<file path="src/rtl/tlb_lookup.sv">
// Fully associative Sv39 data TLB sitting in front of the page-table walker.
// Hits translate in the request cycle; misses walk, refill and answer a cycle after finish.
module tlb_lookup #(
    parameter int ADDR_WIDTH = 64,
    parameter int ENTRY_NUM  = 8,
    parameter int VPN_WIDTH  = 27,
    parameter int PPN_WIDTH  = 44
) (
    input  logic                  clk,
    input  logic                  rstn,
    input  logic [ADDR_WIDTH-1:0] va_from_core,
    input  logic                  request_from_core,
    input  logic                  flush,
    output logic [ADDR_WIDTH-1:0] pa_to_core,
    output logic                  done_to_core,
    output logic                  fault_to_core,
    output logic                  stall_to_core,
    output logic                  request_to_twu,
    output logic [ADDR_WIDTH-1:0] va_to_twu,
    input  logic [ADDR_WIDTH-1:0] pa_from_twu,
    input  logic                  finish_from_twu,
    input  logic                  hit_from_twu
);

    localparam int IDX_W = $clog2(ENTRY_NUM);
    localparam int PAD_W = ADDR_WIDTH - PPN_WIDTH - 12;

    typedef enum logic [1:0] {IDLE, WALK, RESP} state_e;

    state_e                state_q;
    logic [ENTRY_NUM-1:0]  valid_q;
    logic [VPN_WIDTH-1:0]  vpn_q [ENTRY_NUM];
    logic [PPN_WIDTH-1:0]  ppn_q [ENTRY_NUM];
    logic [IDX_W-1:0]      rr_ptr_q;
    logic [ADDR_WIDTH-1:0] va_q;
    logic [ADDR_WIDTH-1:0] pa_q;
    logic                  fault_q;
    logic                  flush_seen_q;

    logic [VPN_WIDTH-1:0]  va_vpn;
    logic                  hit;
    logic [PPN_WIDTH-1:0]  hit_ppn;
    logic [ADDR_WIDTH-1:0] hit_pa;
    logic [IDX_W-1:0]      victim;
    logic                  all_valid;
    logic                  lookup;
    logic                  hit_done;
    logic                  walk_start;
    logic                  in_resp;
    logic                  refill;

    assign va_vpn = va_from_core[VPN_WIDTH+11:12];

    // Entries never share a VPN, so OR-ing the matching PPNs is a clean mux.
    always_comb begin
        hit     = 1'b0;
        hit_ppn = '0;
        for (int i = 0; i < ENTRY_NUM; i++) begin
            if (valid_q[i] && vpn_q[i] == va_vpn) begin
                hit     = 1'b1;
                hit_ppn = hit_ppn | ppn_q[i];
            end
        end
    end

    assign hit_pa = {{PAD_W{1'b0}}, hit_ppn, va_from_core[11:0]};

    always_comb begin
        victim    = rr_ptr_q;
        all_valid = &valid_q;
        for (int i = ENTRY_NUM - 1; i >= 0; i--) begin
            if (!valid_q[i]) victim = IDX_W'(i);
        end
    end

    assign lookup     = (state_q == IDLE) && request_from_core && !flush;
    assign hit_done   = lookup && hit;
    assign walk_start = lookup && !hit;
    assign in_resp    = (state_q == RESP);
    assign refill     = (state_q == WALK) && finish_from_twu && hit_from_twu
                        && !flush && !flush_seen_q;

    assign done_to_core   = hit_done || in_resp;
    assign fault_to_core  = in_resp && fault_q;
    assign request_to_twu = walk_start;
    assign va_to_twu      = walk_start ? va_from_core : va_q;

    always_comb begin
        pa_to_core = '0;
        if (hit_done)     pa_to_core = hit_pa;
        else if (in_resp) pa_to_core = pa_q;
    end

    always_comb begin
        stall_to_core = 1'b0;
        unique case (state_q)
            IDLE:    stall_to_core = request_from_core && (flush || !hit);
            WALK:    stall_to_core = 1'b1;
            default: stall_to_core = 1'b0;
        endcase
    end

    always_ff @(posedge clk or negedge rstn) begin
        if (!rstn) begin
            state_q      <= IDLE;
            valid_q      <= '0;
            vpn_q        <= '{default: '0};
            ppn_q        <= '{default: '0};
            rr_ptr_q     <= '0;
            va_q         <= '0;
            pa_q         <= '0;
            fault_q      <= 1'b0;
            flush_seen_q <= 1'b0;
        end else begin
            if (flush) valid_q <= '0;
            if (refill) begin
                valid_q[victim] <= 1'b1;
                vpn_q[victim]   <= va_q[VPN_WIDTH+11:12];
                ppn_q[victim]   <= pa_from_twu[PPN_WIDTH+11:12];
                if (all_valid) rr_ptr_q <= rr_ptr_q + 1'b1;
            end
            unique case (state_q)
                IDLE: begin
                    if (walk_start) begin
                        va_q    <= va_from_core;
                        state_q <= WALK;
                    end
                end
                WALK: begin
                    if (flush) flush_seen_q <= 1'b1;
                    if (finish_from_twu) begin
                        pa_q    <= pa_from_twu;
                        fault_q <= !hit_from_twu;
                        state_q <= RESP;
                    end
                end
                RESP: begin
                    flush_seen_q <= 1'b0;
                    state_q      <= IDLE;
                end
                default: state_q <= IDLE;
            endcase
        end
    end

endmodule

</file>
<file path="config.mk">
export PLATFORM = sky130hd
export DESIGN_NAME = tlb_lookup
export DESIGN_NICKNAME = d
export VERILOG_FILES = /design/src/rtl/tlb_lookup.sv
export SDC_FILE = /design/constraint.sdc
export NUM_CORES = 1
export LEC_CHECK = 0
export CORE_ASPECT_RATIO = 0.9
export CORE_MARGIN = 3
export CORE_UTILIZATION = 63
export DETAILED_ROUTE_END_ITERATION = 12
export GPL_TIMING_DRIVEN = 0
export HOLD_SLACK_MARGIN = 0.08
export PLACE_DENSITY = 0.84
export RECOVER_POWER = 50
export SLEW_MARGIN = 15
export SYNTH_ARGS = -nofsm -noshare
export SYNTH_HDL_FRONTEND = slang
export SYNTH_SLANG_ARGS = --single-unit
</file>
<file path="constraint.sdc">
create_clock -name clk -period 13.2 [get_ports clk]
set_clock_uncertainty 0.15 [all_clocks]
set_input_delay 3.96 -clock clk [delete_from_list [all_inputs] [get_ports clk]]
set_output_delay 3.96 -clock clk [all_outputs]
set_load 0.01 [all_outputs]
</file>
Word-level counts from Yosys, hierarchy flattened
Cells that the tools add are included.

Multiplexer cells: 43. Magnitude comparators: 4. Bitwise logic cells: 9. Reductions and logical operators: 32. Equal/unequal tests: 13. Add/subtract/negate cells: 1.

Operator list (count): $mux W44 (9); $bwmux W352 (1); $or A44 B44 Y44 (7); $bwmux W216 (1); $eq A27 B27 Y1 (8); $mux W64 (3); $demux W44 S3 (1); $demux W27 S3 (1); $mux W27 (1); $mux W3 (8); $logic_and A1 B1 Y1 (20); $mux W8 (2); $mux W1 (10); $reduce_and A9 Y1 (1); $or A8 B8 Y8 (1); $ne A2 B2 Y1 const B (3); $reduce_and A2 Y1 (3); $ge A4 B4 Y1 const B (1); $logic_not A1 Y1 (4); $lt A3 B4 Y1 const B (1); $lt A4 B1 Y1 const B (1); $mux W2 (2); $not A3 Y4 (1); $pmux W1 S2 (2); 9 further kinds (10).

Output and inout port bits: 132. Register bits: 711. Input bits: 134. Logic and storage cells: 125.

Depth between registers and ports, before layout
Depth in word-level cells: 18. Gate-level depth with buffers: 12. Gate-level depth less buffers: 7.

Worst setup path after synthesis
OpenSTA, ideal clock, no wires.

Path kind: input-to-output. Start: in va_from_core[33]. End: out va_to_twu[61]. Arrival time: 6.456 ns. Stages on the path: 12. Path slack: 2.634 ns. Buffers on the path: 5. Data required time: 9.090 ns. Path through: buf_4 -> xor2_1 -> nor4_1 -> and3_1 -> buf_2 -> and2_1 -> buf_6 -> or4_4 -> nor3_4 -> buf_6 -> buf_6 -> mux2_1.

Cells in the longest elaborated chain, start to end: 13. Elaborated cells between the ends (all ways): 27. Those cells by class: eq/ne: 8; mux: 9; reduce/logical: 10.

RTL lines: start: declaration (RTL line 11) `input logic [ADDR_WIDTH-1:0] va_from_core,`; $eq A27 B27 Y1 (RTL line 59) `if (valid_q[i] && vpn_q[i] == va_vpn) begin`; $logic_and A1 B1 Y1 (RTL line 59); $mux W1 (7 in series) (RTL line 59); $mux W1 (*) (RTL line 59); $logic_not A1 Y1 (*) (RTL line 78) `assign walk_start = lookup && !hit;`; $logic_and A1 B1 Y1 (*) (RTL line 78); via request_to_twu (RTL line 18) `output logic request_to_twu,`; $mux W64 (*); end: declaration (RTL line 19) `output logic [ADDR_WIDTH-1:0] va_to_twu,`.

Mark *: on every way through the listed nets, which the timed path passes. The rest lies on a longest branch.

Worst setup path in the final report
Start: in va_from_core[28]. End: out pa_to_core[55].

Cells in the longest elaborated chain, start to end: 18. Elaborated cells between the ends (all ways): 41. Those cells by class: eq/ne: 8; mux: 17; bitwise: 7; reduce/logical: 9.

RTL lines: $eq A27 B27 Y1 (RTL line 59); $logic_and A1 B1 Y1 (RTL line 59); $mux W44 (RTL line 59); $or A44 B44 Y44 (RTL line 61) `hit_ppn = hit_ppn | ppn_q[i];`; $mux W44 (RTL line 59); $or A44 B44 Y44 (RTL line 61); $mux W44 (RTL line 59); $or A44 B44 Y44 (RTL line 61); (+2 left out); $mux W44 (RTL line 59); $or A44 B44 Y44 (RTL line 61); $mux W44 (RTL line 59); $or A44 B44 Y44 (RTL line 61); $mux W44 (RTL line 59); $or A44 B44 Y44 (RTL line 61); $mux W44 (RTL line 59); $mux W64 (*) (RTL line 90) `if (hit_done) pa_to_core = hit_pa;`; end: declaration (RTL line 14) `output logic [ADDR_WIDTH-1:0] pa_to_core,`.

Mark *: on every way between the ends. The rest lies on a longest branch, timed or not.

==> metrics.yaml <==
crit_chain: "buf_2 -> xor2_1 -> or4_1 -> nor4_1 -> and2_1 -> clkbuf_1 -> or4_4 -> o21ai_1 -> clkbuf_1 -> o21ai_0 -> clkdlybuf4s50_1"
gr-total-overflow: 0
rows: 80
ant_nets: 0
clk_pin_slew_ps: 60
mostFrequentLayoutCell: "dfrtp_1"
vias: 24700
cap_viol_max_count: 3
endpoint_kind: "primary output"
io_pins: 266
synth_top_area_cell: "dfrtp_1"
wl_per_cell_um: 30.6
worstRegToRegCells: 8
synth_edf_count: 0
ir_worst_vdd_v: 0.000132
cts_tree: "yes"
fin_crit_sh_pct: 99.1
worstHoldEndpoint: "ppn_q[326]"
grtUsageTotal_pct: 39.4
multiInputGateArea_mm2: 0.0151
grt_pass1_wl_um: 164000
slowest_stage: "nor4_1"
antenna_found_initial: 4
hold_class: "reg2reg"
vias_per_cell: 6.77
postCtsSetupRepairBufs: 0
fp.coreArea_mm2: 0.0532
rr_endpoint: "ppn_q[50]"
fillCellCount: 3432
gp_congestion: 0.975
violations: "max-capacitance violations, max-slew violations"
ys_seq_elements: 711
cts_root_buffer: "clkbuf_16"
drtPass1Iterations: 6
tightest_slew_ps: 5460
max_clock_freq_mhz: 76.5
seqPwrFrac_pct: 44.5
die_height_um: 226
crit_type: "in2out"
maxSlewViolCount: 267
hold_start: "ppn_q[326]"
ys.flop_type: "dfrtp_1"
clk_path_buf_depth: 3
min_path_cells: 1
syn-cell-area_mm2: 0.0339
finalNetCount: 3026
power.net_switching_mw: 1.50
cp-start-kind: "input port"
htree_levels: 3
grt_max_degree: 105
area_growth_pct: 17.4
cp_slowest_stage_delay_ps: 660
cts_num_sinks: 711
worstPathRequired_ps: 9090
clk_latency_ps: 640
die-area_mm2: 0.0566
power_density_mw_per_mm2: 142
yosys.area.top_type_share_pct: 52.5
arrival_ps: 8960
placed_cell_area_mm2: 0.0374
drc: 0
regArea_mm2: 0.0178
internal-power_mw: 4.14
hold_viol: 0
drt_iter0_drc: 2867
post-route-min-period_ps: 13070
grt_pass1_vias: 25300
reg2reg_from: "state_q[0]"
tns_ps: 0
synth.yosys.warnings: 0
setup_violations: 0
final_cell_area_mm2: 0.0398
p_total_mw: 5.64
ff2ff_setup_slack_ps: 9010
yosysSeqAreaShare_pct: 52.5
async_flop_share_pct: 100
slew_headroom_pct: -264
combPwrFrac_pct: 17.2
portBuffers: 238
syn_nets: 2704
outcome: "complete, but fails checks"
dp_hpwl_um: 75500
p_sw_share_pct: 26.6
initial_core_util_pct: 63.8
drive_above_1_share_pct: 31.1
die_w_um: 251
rsz0062_at_grt: "false"
path_max_fanout: 10
syn_area_per_cell_um2: 13.2
cts_made_buffers: 73
cts.repair.resized: 0
syn_inst: 2569
power_frac_clock_pct: 38.2
synth.area.top_cells: "dfrtp_1 (52%), mux2_2 (21%), mux2_4 (4.8%), xor2_1 (3.7%), nand3_1 (2.5%)"
cpMostUsedCell: "clkbuf_1"
hold_buffers: 0
synth_cell_types: 52
routed_wl_um: 112000
mostFrequentLayoutCells: "dfrtp_1 (711), mux2_2 (621), clkdlybuf4s50_1 (235)"
p_leak_nw: 18.7
==> flip-flops by register name (all words and copies together), names as in the netlist <==
signal        flops
vpn_q           216
pa_q             64
state_q           2
flush_seen_q      1
valid_q           8
rr_ptr_q          3
fault_q           1
ppn_q           352
va_q             64
==> critical path: cells and delay by family <==
family	cells	cell delay, ps
and+or+nand+nor	4	1700
AOI/OAI and AO/OA	2	980
buffers and inverters	4	2160
xor gates and xnor gates	1	160
==> metal layers <==
| layer | share of wire [%] | GRT usage [%] | vias up |
|---|---|---|---|
| met4 | 4.1 | 16.1 | 4 |
| met1 | 41 | 55.0 | 12800 |
| met5 | 0.038 | 0.504 | - |
| li1 | - | - | 10000 |
| met3 | 12 | 13.1 | 342 |
| met2 | 43 | 56.9 | 1566 |
==> synthesized netlist by cell type (all sizes together), types with 6 or more instances <==
| master | number |
|---|---|
| nor2 | 8 |
| xor2 | 145 |
| clkbuf | 114 |
| mux2 | 761 |
| nor3 | 44 |
| o21ai | 47 |
| and3 | 24 |
| nand4b | 7 |
| nand3 | 167 |
| a22oi | 10 |
| nand4 | 79 |
| buf | 89 |
| and2 | 16 |
| or4 | 17 |
| nor4b | 9 |
| a2111oi | 6 |
| dfrtp | 711 |
| xnor2 | 73 |
| nand2 | 52 |
| inv | 10 |
| a22o | 95 |
| nor4 | 65 |
==> worst max-delay path by stage <==
stage                           from        endpoint  slack (ps)  cells past startpoint
finish              va_from_core[28]  pa_to_core[55]         130                     11
floorplan           va_from_core[33]   va_to_twu[61]        2630                     12
detailed placement  va_from_core[28]  pa_to_core[55]         380                     11
global placement                rstn        va_q[20]      -22460                      1
global route        va_from_core[28]  pa_to_core[55]         120                     11
CTS                 va_from_core[28]  pa_to_core[55]         380                     11
==> layout make-up <==
type / count / share of cell area, %
antenna: 7 / 0.0440
tap: 697 / 2.19
buffer: 203 / 2.68
clock buffer: 106 / 5.28
sequential: 711 / 44.7
timing repair buffer: 247 / 6.25
clock inverter: 24 / 0.924
multi-input combinational: 1645 / 37.8
inverter: 10 / 0.0943
==> power by group through the flow <==
| stage | Combinational, mW | Sequential (mW) | Clock, mW |
|---|---|---|---|
| 3_3_place_gp | 0.930 | 2.54 | 0 |
| 3_5_place_dp | 0.963 | 2.54 | 0 |
| 5_1_grt | 1.02 | 2.53 | 2.25 |
| 2_1_floorplan | 0.527 | 2.51 | 0 |
| 6_report | 0.971 | 2.51 | 2.16 |
| 4_1_cts | 0.970 | 2.51 | 2.16 |
==> through the flow <==
| stage | worst slack (ps) | utilization, % | hold WS, ps | std cells |
|---|---|---|---|---|
| global placement | -22460 | 69.9 | 316 | 3504 |
| detailed placement | 381 | 70.4 | 326 | 3513 |
| global route | 120 | 74.8 | 350 | 3645 |
| floorplan | 2630 | - | 295 | 2569 |
| CTS | 375 | 75.1 | 341 | 3643 |
| finish | 125 | 74.9 | 341 | 3650 |
==> cell families after synthesis <==
group / count (synthesis) / share of synthesized area [%]
compound gates: 170 / 3.81
xor+xnor: 218 / 5.63
fa+ha+maj: 1 / 0.0369
buf+inv: 213 / 3.26
flops: 711 / 52.5
mux: 762 / 26.5
simple gates: 494 / 8.29
(Power assumes the default switching activity.)
